File: src/rtl/fifo_reader.sv
// Pops words from an upstream FIFO that has a 1-cycle read latency and presents them
// downstream through a 3-entry in-order skid buffer, with flush and a transfer counter.
`timescale 1ns/1ps

module fifo_reader #(
    parameter int width     = 8,
    parameter int cnt_width = 16
) (
    input  logic                 clk_i,
    input  logic                 reset_i,
    input  logic                 fifo_empty_i,
    input  logic [width-1:0]     fifo_dout_i,
    output logic                 fifo_rd_en_o,
    output logic                 m_valid_o,
    output logic [width-1:0]     m_data_o,
    input  logic                 m_ready_i,
    input  logic                 flush_i,
    output logic [cnt_width-1:0] rd_count_o,
    output logic                 busy_o
);

    localparam int depth = 3;

    logic [width-1:0]     mem_q [depth];
    logic [width-1:0]     mem_d [depth];
    logic [1:0]           head_q, head_d;
    logic [1:0]           tail_q, tail_d;
    logic [1:0]           occ_q, occ_d;
    logic                 inf_q, inf_d;
    logic [cnt_width-1:0] count_q, count_d;
    logic [2:0]           pending;
    logic                 capture;
    logic                 pop;

    function automatic logic [1:0] ptr_inc(input logic [1:0] p);
        return (p == 2'd2) ? 2'd0 : p + 2'd1;
    endfunction

    // Read request depends only on registered state, so a word never arrives without a slot.
    always_comb begin
        pending      = {1'b0, occ_q} + {2'b00, inf_q};
        fifo_rd_en_o = reset_i && !fifo_empty_i && !flush_i && (pending < 3'd3);
        m_valid_o    = (occ_q != 2'd0);
        m_data_o     = mem_q[head_q];
        busy_o       = (occ_q != 2'd0) || inf_q;
        rd_count_o   = count_q;
        capture      = inf_q && !flush_i;
        pop          = m_valid_o && m_ready_i && !flush_i;
    end

    // NOTE: every _d gets its hold value first so no path through this block infers a latch.
    always_comb begin
        mem_d   = mem_q;
        head_d  = head_q;
        tail_d  = tail_q;
        occ_d   = occ_q;
        count_d = count_q;
        inf_d   = fifo_rd_en_o;

        if (flush_i) begin
            head_d = 2'd0;
            tail_d = 2'd0;
            occ_d  = 2'd0;
        end else begin
            if (capture) begin
                mem_d[tail_q] = fifo_dout_i;
                tail_d        = ptr_inc(tail_q);
            end
            if (pop) begin
                head_d  = ptr_inc(head_q);
                count_d = count_q + 1'b1;
            end
            case ({capture, pop})
                2'b10:   occ_d = occ_q + 2'd1;
                2'b01:   occ_d = occ_q - 2'd1;
                default: occ_d = occ_q;
            endcase
        end
    end

    // NOTE: state uses non-blocking assignments so every flop samples pre-edge values.
    // NOTE: the 3-entry store is reset too, so m_data_o reads 0 while in reset.
    always_ff @(posedge clk_i or negedge reset_i) begin
        if (!reset_i) begin
            for (int i = 0; i < depth; i++) mem_q[i] <= '0;
            head_q  <= 2'd0;
            tail_q  <= 2'd0;
            occ_q   <= 2'd0;
            inf_q   <= 1'b0;
            count_q <= '0;
        end else begin
            mem_q   <= mem_d;
            head_q  <= head_d;
            tail_q  <= tail_d;
            occ_q   <= occ_d;
            inf_q   <= inf_d;
            count_q <= count_d;
        end
    end

    // A returning word with the buffer already full would be lost.
    a_no_overflow: assert property (@(posedge clk_i) disable iff (!reset_i)
        !(capture && occ_q == 2'd3));

endmodule

File: config.mk
export PLATFORM = sky130hd
export DESIGN_NAME = fifo_reader
export DESIGN_NICKNAME = d
export VERILOG_FILES = /design/src/rtl/fifo_reader.sv
export SDC_FILE = /design/constraint.sdc
export NUM_CORES = 1
export LEC_CHECK = 0
export CORE_MARGIN = 1.5
export CORE_UTILIZATION = 45
export DETAILED_ROUTE_END_ITERATION = 8
export GPL_TIMING_DRIVEN = 0
export PLACE_DENSITY = 0.7
export SLEW_MARGIN = 20
export SYNTH_ARGS = -nofsm -noshare
export SYNTH_HDL_FRONTEND = slang
export SYNTH_SLANG_ARGS = --single-unit
File: constraint.sdc
create_clock -name clk_i -period 5.3 [get_ports clk_i]
set_input_delay 1.06 -clock clk_i [delete_from_list [all_inputs] [get_ports clk_i]]
set_output_delay 1.06 -clock clk_i [all_outputs]
set_load 0.01 [all_outputs]
==> key figures, run 1 <==
Timing
  • Worst hold slack: 0.485 ns
  • Final Hold Viols: 0
  • Final setup margin: ~1.2 ns
  • Slew HR: ~68%
  • Worst-Margin Slew: ~0.49 ns
  • Max Fclk: about 240 MHz
  • Final Max Slew Viols: 0
  • Clock skew: ~0.0070 ns
  • Unrepaired setup endpoints after global routing: no
  • Final period util: about 77%
  • Period minus WS final: 4.10 ns
  • Setup violation total in the final timing report: 0

Setup path
  • Critical Path Source Type: input port
  • Worst EP required: ~4.2 ns
  • Crit path max fanout: 10
  • Setup crit end kind: output pin
  • WS Path Type: input port to output pin
  • Data arrival, critical path: 3.04 ns

Clock tree
  • Clock sinks: between 40 and 50
  • Worst-Skew Late Latency: 0.30 ns
  • Max clock buf depth: 2
  • Setup bufs post-CTS: 0
  • Clock-pin transition on the worst setup and hold timing paths: approximately 0.080 ns
  • Root Buffer: clkbuf_8
  • H-tree levels: 2
  • CTS buffer count: 5
  • CTS tree: yes
  • CTS Hold Buffers Added: 0
  • # resized after CTS: 0

Status
  • Status: finished, final reports clean

Pwr
  • Pwr per Cell Area: about 280 nW/um2
  • Combinational group share of total power: approximately a fifth
  • LEAKAGE: ~1.3 nW
  • Worst-case vdd ir drop: 0.153 mV
  • Power consumption: between 0.0007 and 0.0008 W
  • Int Pwr: between 0.0005 and 0.0006 W
  • Sw frac: 25.4%
  • Sw Pwr: slightly below 0.0002 W
  • Sequential fraction of design power: 53.8%
  • Clk pwr share: between 20% and 30%

Logic synthesis
  • Top FF cell, synth: dfrtp_1
  • Syn Nets: 195
  • Commonest cells in the netlist: dfrtp_1, mux2_2, nand2_1
  • Mean Syn Cell Area: approximately 13 um2
  • Seq cells post-synth: 47
  • Post-synth EDFFs: 0
  • Top-area cell type share of the netlist area: 52.1%
  • Sequential share of the synthesized area: ~52%
  • Share of synthesized registers carrying an async set or reset: 100%
  • Cells after synthesis: between 150 and 200
  • YS warnings: 0
  • Area contributors post-synth: dfrtp_1, mux2_2, mux2i_1, xnor2_1, xor2_1
  • Synth Cell Area: ~2300 um2
  • Count leader, synth: dfrtp_1
  • Distinct cells, synth: 37
  • Leading area contributor after synthesis: dfrtp_1

Floorplan
  • DIE WIDTH: between 70 and 80 um
  • Die area: 5450 um2
  • Row count: 25
  • Core ar.: around 4800 um2
  • Die extent in y: 73.8 um
  • Initial core utilization: between 40% and 50%
  • Io pins: 40

Placed design
  • Placed Area: roughly 2700 um2
  • DP Worst Slack: ~1.2 ns
  • DP HPWL: about 2.9 mm
  • Global placer's final weighted congestion: 0.741
  • Buffers added on ports: 39

Global route
  • Pin count of the biggest net entering global routing: 33
  • Initial antenna violation count: 0
  • First-pass GRT wire length: 6.80 mm
  • Grt total ovfl: 0
  • GRT Total Usage: 16.7%
  • Vias in the first global route: approximately 1,400

Final layout
  • Design area: 2830 um2
  • Layout area overhead: 25.3%
  • Final core occ: 59.1%
  • Diodes inserted: 0
  • Ratio of cells with drive above 1 in the final layout: 22.5%
  • Post-layout nets: 242

Run
  • Max Cap Violations: 0

Hold path
  • Worst hold-check path type: register to register

Routing
  • Drc violations: 0
  • Router iterations before antenna repair: 4
  • Via density: 5.11
  • Routed WL: ~4.2 mm
  • Post-route ant nets: 0
  • Via count: between 1,500 and 2,000
  • Starting DRT DRC Count: 39
  • Routed length per placed instance: around 14 um
-- final timing paths --
kind                                 from             end  slack, ns  cells after the start
setup reg to reg                 occ_q[0]           inf_q       3.56                      4
max in group asynchronous         reset_i       mem_q[13]       4.12                      2
hold / removal             rd_count_o[15]  rd_count_o[15]       0.48                      1
hold reg to reg            rd_count_o[15]  rd_count_o[15]       0.48                      1
min in group asynchronous         reset_i       mem_q[19]       0.69                      1
setup / recovery                  flush_i    fifo_rd_en_o       1.20                      5
-- placed cells by master (no fill, tap or decap), types with 2 or more instances in the layout --
master / netlist / routed
nand2_1: 15 / 15
nand4_1: 2 / 2
xnor2_1: 8 / 8
and3_1: 2 / 2
mux2i_1: 9 / 9
xor2_1: 8 / 8
a21oi_1: 4 / 4
mux2_2: 26 / 26
o21ai_0: 11 / 11
clkdlybuf4s50_1: 0 / 38
ha_1: 3 / 3
nor3b_4: 2 / 2
nor4_4: 2 / 2
nand3_1: 4 / 4
clkbuf_8: 0 / 5
inv_1: 3 / 3
buf_2: 1 / 2
dfrtp_1: 47 / 47
nor2_1: 9 / 9
nor3_1: 4 / 4
clkbuf_1: 1 / 3
-- metal layers --
layer	global-route usage, %	vias to the layer above	share of wire, %
met2	26.2	35	46
li1	-	716	-
met5	0	-	0
met1	22.3	749	48
met4	3.70	0	0.31
met3	6.04	2	4.9
-- power by group through the flow --
stage          combinational, W  sequential [W]  clock [W]
2_1_floorplan         0.0000709        0.000427          0
3_3_place_gp           0.000153        0.000426          0
3_5_place_dp           0.000159        0.000429          0
4_1_cts                0.000159        0.000421   0.000214
5_1_grt                0.000171        0.000426   0.000232
6_report               0.000156        0.000421   0.000205
-- kinds of logic (layout without fill, tap and decap cells) --
group / Yosys count / after routing / share of synthesized area (%)
compound gates: 17 / 17 / 4.38
xor+xnor: 16 / 16 / 6.21
fa+ha+maj: 3 / 3 / 1.66
buf+inv: 8 / 56 / 1.88
flops: 47 / 47 / 52.1
mux: 35 / 35 / 17.0
simple gates: 53 / 53 / 16.8
-- worst max-delay path, stage by stage --
cell,delay [ns]
clkdlybuf4s50_1,0.43
buf_6,0.15
or4b_2,0.66
a21oi_1,0.18
clkdlybuf4s50_1,0.56
-- flip-flops by register name (all words and copies together) (netlist names) --
register    cells
head_q          2
rd_count_o     16
tail_q          2
mem_q          24
occ_q           2
inf_q           1
-- final cells by class --
| cell class | count | area [um2] |
|---|---|---|
| sequential | 47 | 1180 |
| clock inverter | 1 | 5.00 |
| buffer | 5 | 31.3 |
| fill | 420 | 1960 |
| timing repair buffer | 40 | 405 |
| multi-input combinational | 124 | 1040 |
| inverter | 3 | 11.3 |
| tap | 67 | 83.8 |
| clock buffer | 7 | 76.3 |
-- per-stage QoR --
stage                     instances  TNS, ns
after floorplan                 179        0
after detailed placement        286        0
final                           294        0
after CTS                       294        0
after global placement          285   -0.287
after global routing            294        0
Power figures use the tool's default switching activity.
==> inputs of run 2 (changes only) <==
--- a/config.mk
+++ b/config.mk
@@ -9,7 +9,7 @@
 export CORE_UTILIZATION = 45
 export DETAILED_ROUTE_END_ITERATION = 8
 export GPL_TIMING_DRIVEN = 0
-export PLACE_DENSITY = 0.7
+export PLACE_DENSITY = 0.73
 export SLEW_MARGIN = 20
 export SYNTH_ARGS = -nofsm -noshare
 export SYNTH_HDL_FRONTEND = slang
==> constraint.sdc (replaced) <==
create_clock -name clk_i -period 3.68 [get_ports clk_i]
set_input_delay 0.736 -clock clk_i [delete_from_list [all_inputs] [get_ports clk_i]]
set_output_delay 0.736 -clock clk_i [all_outputs]
set_load 0.01 [all_outputs]
==> run 2 against run 1 <==
Combinational power grew 44%. Final area grew 1.3%. Sequential cell count did not move. Critical path depth stayed put. Total power up 55%. Register-to-register slack got worse by 1.6 ns. Critical endpoint unchanged. Largest cell class unchanged. Highest routed layer unchanged.
==> key figures, run 2 (synthesized netlist as in run 1, its figures left out) <==
Timing
  • Slew HR: between 60 and 70%
  • Clock skew: 0.00667 ns
  • Unrepaired setup endpoints after global routing: no
  • Final Hold Viols: 0
  • Worst-Margin Slew: slightly below 0.5 ns
  • Period minus WS final: 3.46 ns
  • Setup violation total in the final timing report: 0
  • Max Fclk: a little under 300 MHz
  • Final Max Slew Viols: 0
  • Final period util: 93.9%

Final layout
  • Largest register FFs: 24
  • Layout area overhead: 26.9%
  • Ratio of cells with drive above 1 in the final layout: between 20% and 30%
  • Design area: approximately 2900 um2
  • Final core occ: around 60%
  • Diodes inserted: 0
  • Register with the most flip-flops: mem_q
  • Post-layout nets: between 200 and 250
  • Most common cell after layout, fill and taps aside: dfrtp_1
  • Most frequent cells in the layout: dfrtp_1, clkdlybuf4s50_1, mux2_2

Clock tree
  • # resized after CTS: 0
  • Clock sinks: between 40 and 50
  • Worst-Skew Late Latency: 0.30 ns
  • H-tree levels: 2
  • Setup bufs post-CTS: 0
  • Max clock buf depth: 2
  • CTS Hold Buffers Added: 0
  • CTS tree: yes
  • CTS buffer count: 5
  • Clock-pin transition on the worst setup and hold timing paths: 0.08 ns
  • Root Buffer: clkbuf_8

Setup path
  • WS Path Type: input port to output pin
  • Worst EP required: ~2.9 ns
  • CP Launch Point: flush_i
  • Setup crit end kind: output pin
  • Critical Path Source Type: input port
  • Worst r2r src: occ_q[0]
  • Crit path max fanout: 10
  • Data arrival, critical path: between 2 and 3 ns

Pwr
  • Pwr per Cell Area: 424 nW/um2
  • Sequential fraction of design power: 49.8%
  • Clk pwr share: a little under a third
  • Combinational group share of total power: about 18%
  • Sw Pwr: roughly 0.00029 W
  • Sw frac: 23.9%
  • LEAKAGE: around 1.3 nW
  • Int Pwr: 0.000926 W
  • Worst-case vdd ir drop: between 0.2 and 0.3 mV

Floorplan
  • Row count: 25
  • DIE WIDTH: approximately 74 um
  • Die area: 5450 um2
  • Die extent in y: 73.8 um
  • Core ar.: 4790 um2
  • Io pins: 40
  • Initial core utilization: about 47%

Global route
  • Pin count of the biggest net entering global routing: 34
  • First-pass GRT wire length: a little under 7 mm
  • Grt total ovfl: 0
  • GRT Total Usage: between 10% and 20%
  • Vias in the first global route: between 1,000 and 1,500
  • Initial antenna violation count: 0

Routing
  • Via density: 5.07
  • Router iterations before antenna repair: 4
  • Routed length per placed instance: 13.7 um
  • Routed WL: between 4 and 5 mm
  • Drc violations: 0
  • Starting DRT DRC Count: 53
  • Via count: between 1,000 and 1,500
  • Post-route ant nets: 0

Placed design
  • Global placer's final weighted congestion: 0.744
  • DP HPWL: approximately 2.8 mm
  • Buffers added on ports: 39
  • Placed Area: 2750 um2

Run
  • Max Cap Violations: 0

Hold path
  • Worst hold-check path type: input port to asynchronous set/reset pin

Status
  • Status: finished, final reports clean
==> run 2: cell types whose count changed in the layout (fill, tap and decap cells not counted) <==
cell,before,now
clkbuf_8,5,6
clkbuf_1,3,1
bufinv_16,0,1
==> run 2: power groups by stage <==
stage	sequential (W)	clock, W	combinational [W]
2_1_floorplan	0.000614	0	0.000102
3_3_place_gp	0.000613	0	0.000220
3_5_place_dp	0.000615	0	0.000227
4_1_cts	0.000605	0.000397	0.000228
5_1_grt	0.000613	0.000421	0.000251
6_report	0.000605	0.000387	0.000224
==> run 2: final timing paths <==
path | end | slack [ns] | cells after the start
hold / removal | mem_q[18] | 0.34 | 1
setup reg to reg | inf_q | 1.94 | 4
setup / recovery | fifo_rd_en_o | 0.22 | 5
hold reg to reg | rd_count_o[15] | 0.47 | 1
max in group asynchronous | rd_count_o[2] | 2.85 | 2
min in group clk_i | rd_count_o[15] | 0.47 | 1
==> run 2: worst max-delay path, stage by stage <==
cell and delay (ns):
clkdlybuf4s50_1 0.43, buf_6 0.15, or4b_2 0.65, a21oi_1 0.18, clkdlybuf4s50_1 0.56
==> run 2: area by class of cell <==
class,instances,area [um2]
Multi-Input combinational cell,124,1040
Timing Repair Buffer,40,405
Clock inverter,2,35.0
Fill cell,395,1920
Sequential cell,47,1180
Tap cell,67,83.8
Buffer,5,31.3
Clock buffer,6,82.6
Inverter,3,11.3
==> run 2: through the flow <==
| stage | std cells | total power (W) | setup slack [ns] | TNS, ns | hold WS (ns) |
|---|---|---|---|---|---|
| floorplan | 179 | 0.000716 | 1.19 | 0 | 0.440 |
| global placement | 285 | 0.000833 | -1.20 | -1.20 | 0.462 |
| detailed placement | 286 | 0.000842 | 0.231 | 0 | 0.458 |
| CTS | 294 | 0.00123 | 0.213 | 0 | 0.345 |
| global route | 294 | 0.00128 | 0.0834 | 0 | 0.355 |
| finish | 294 | 0.00122 | 0.223 | 0 | 0.343 |
==> run 2: metal layers <==
metal | track usage, % | share of wire, % | vias up
met2 | 26.9 | 47 | 43
met3 | 5.76 | 5.3 | 2
li1 | - | - | 718
met5 | 0 | 0 | -
met4 | 3.70 | 0.27 | 0
met1 | 22.5 | 47 | 727
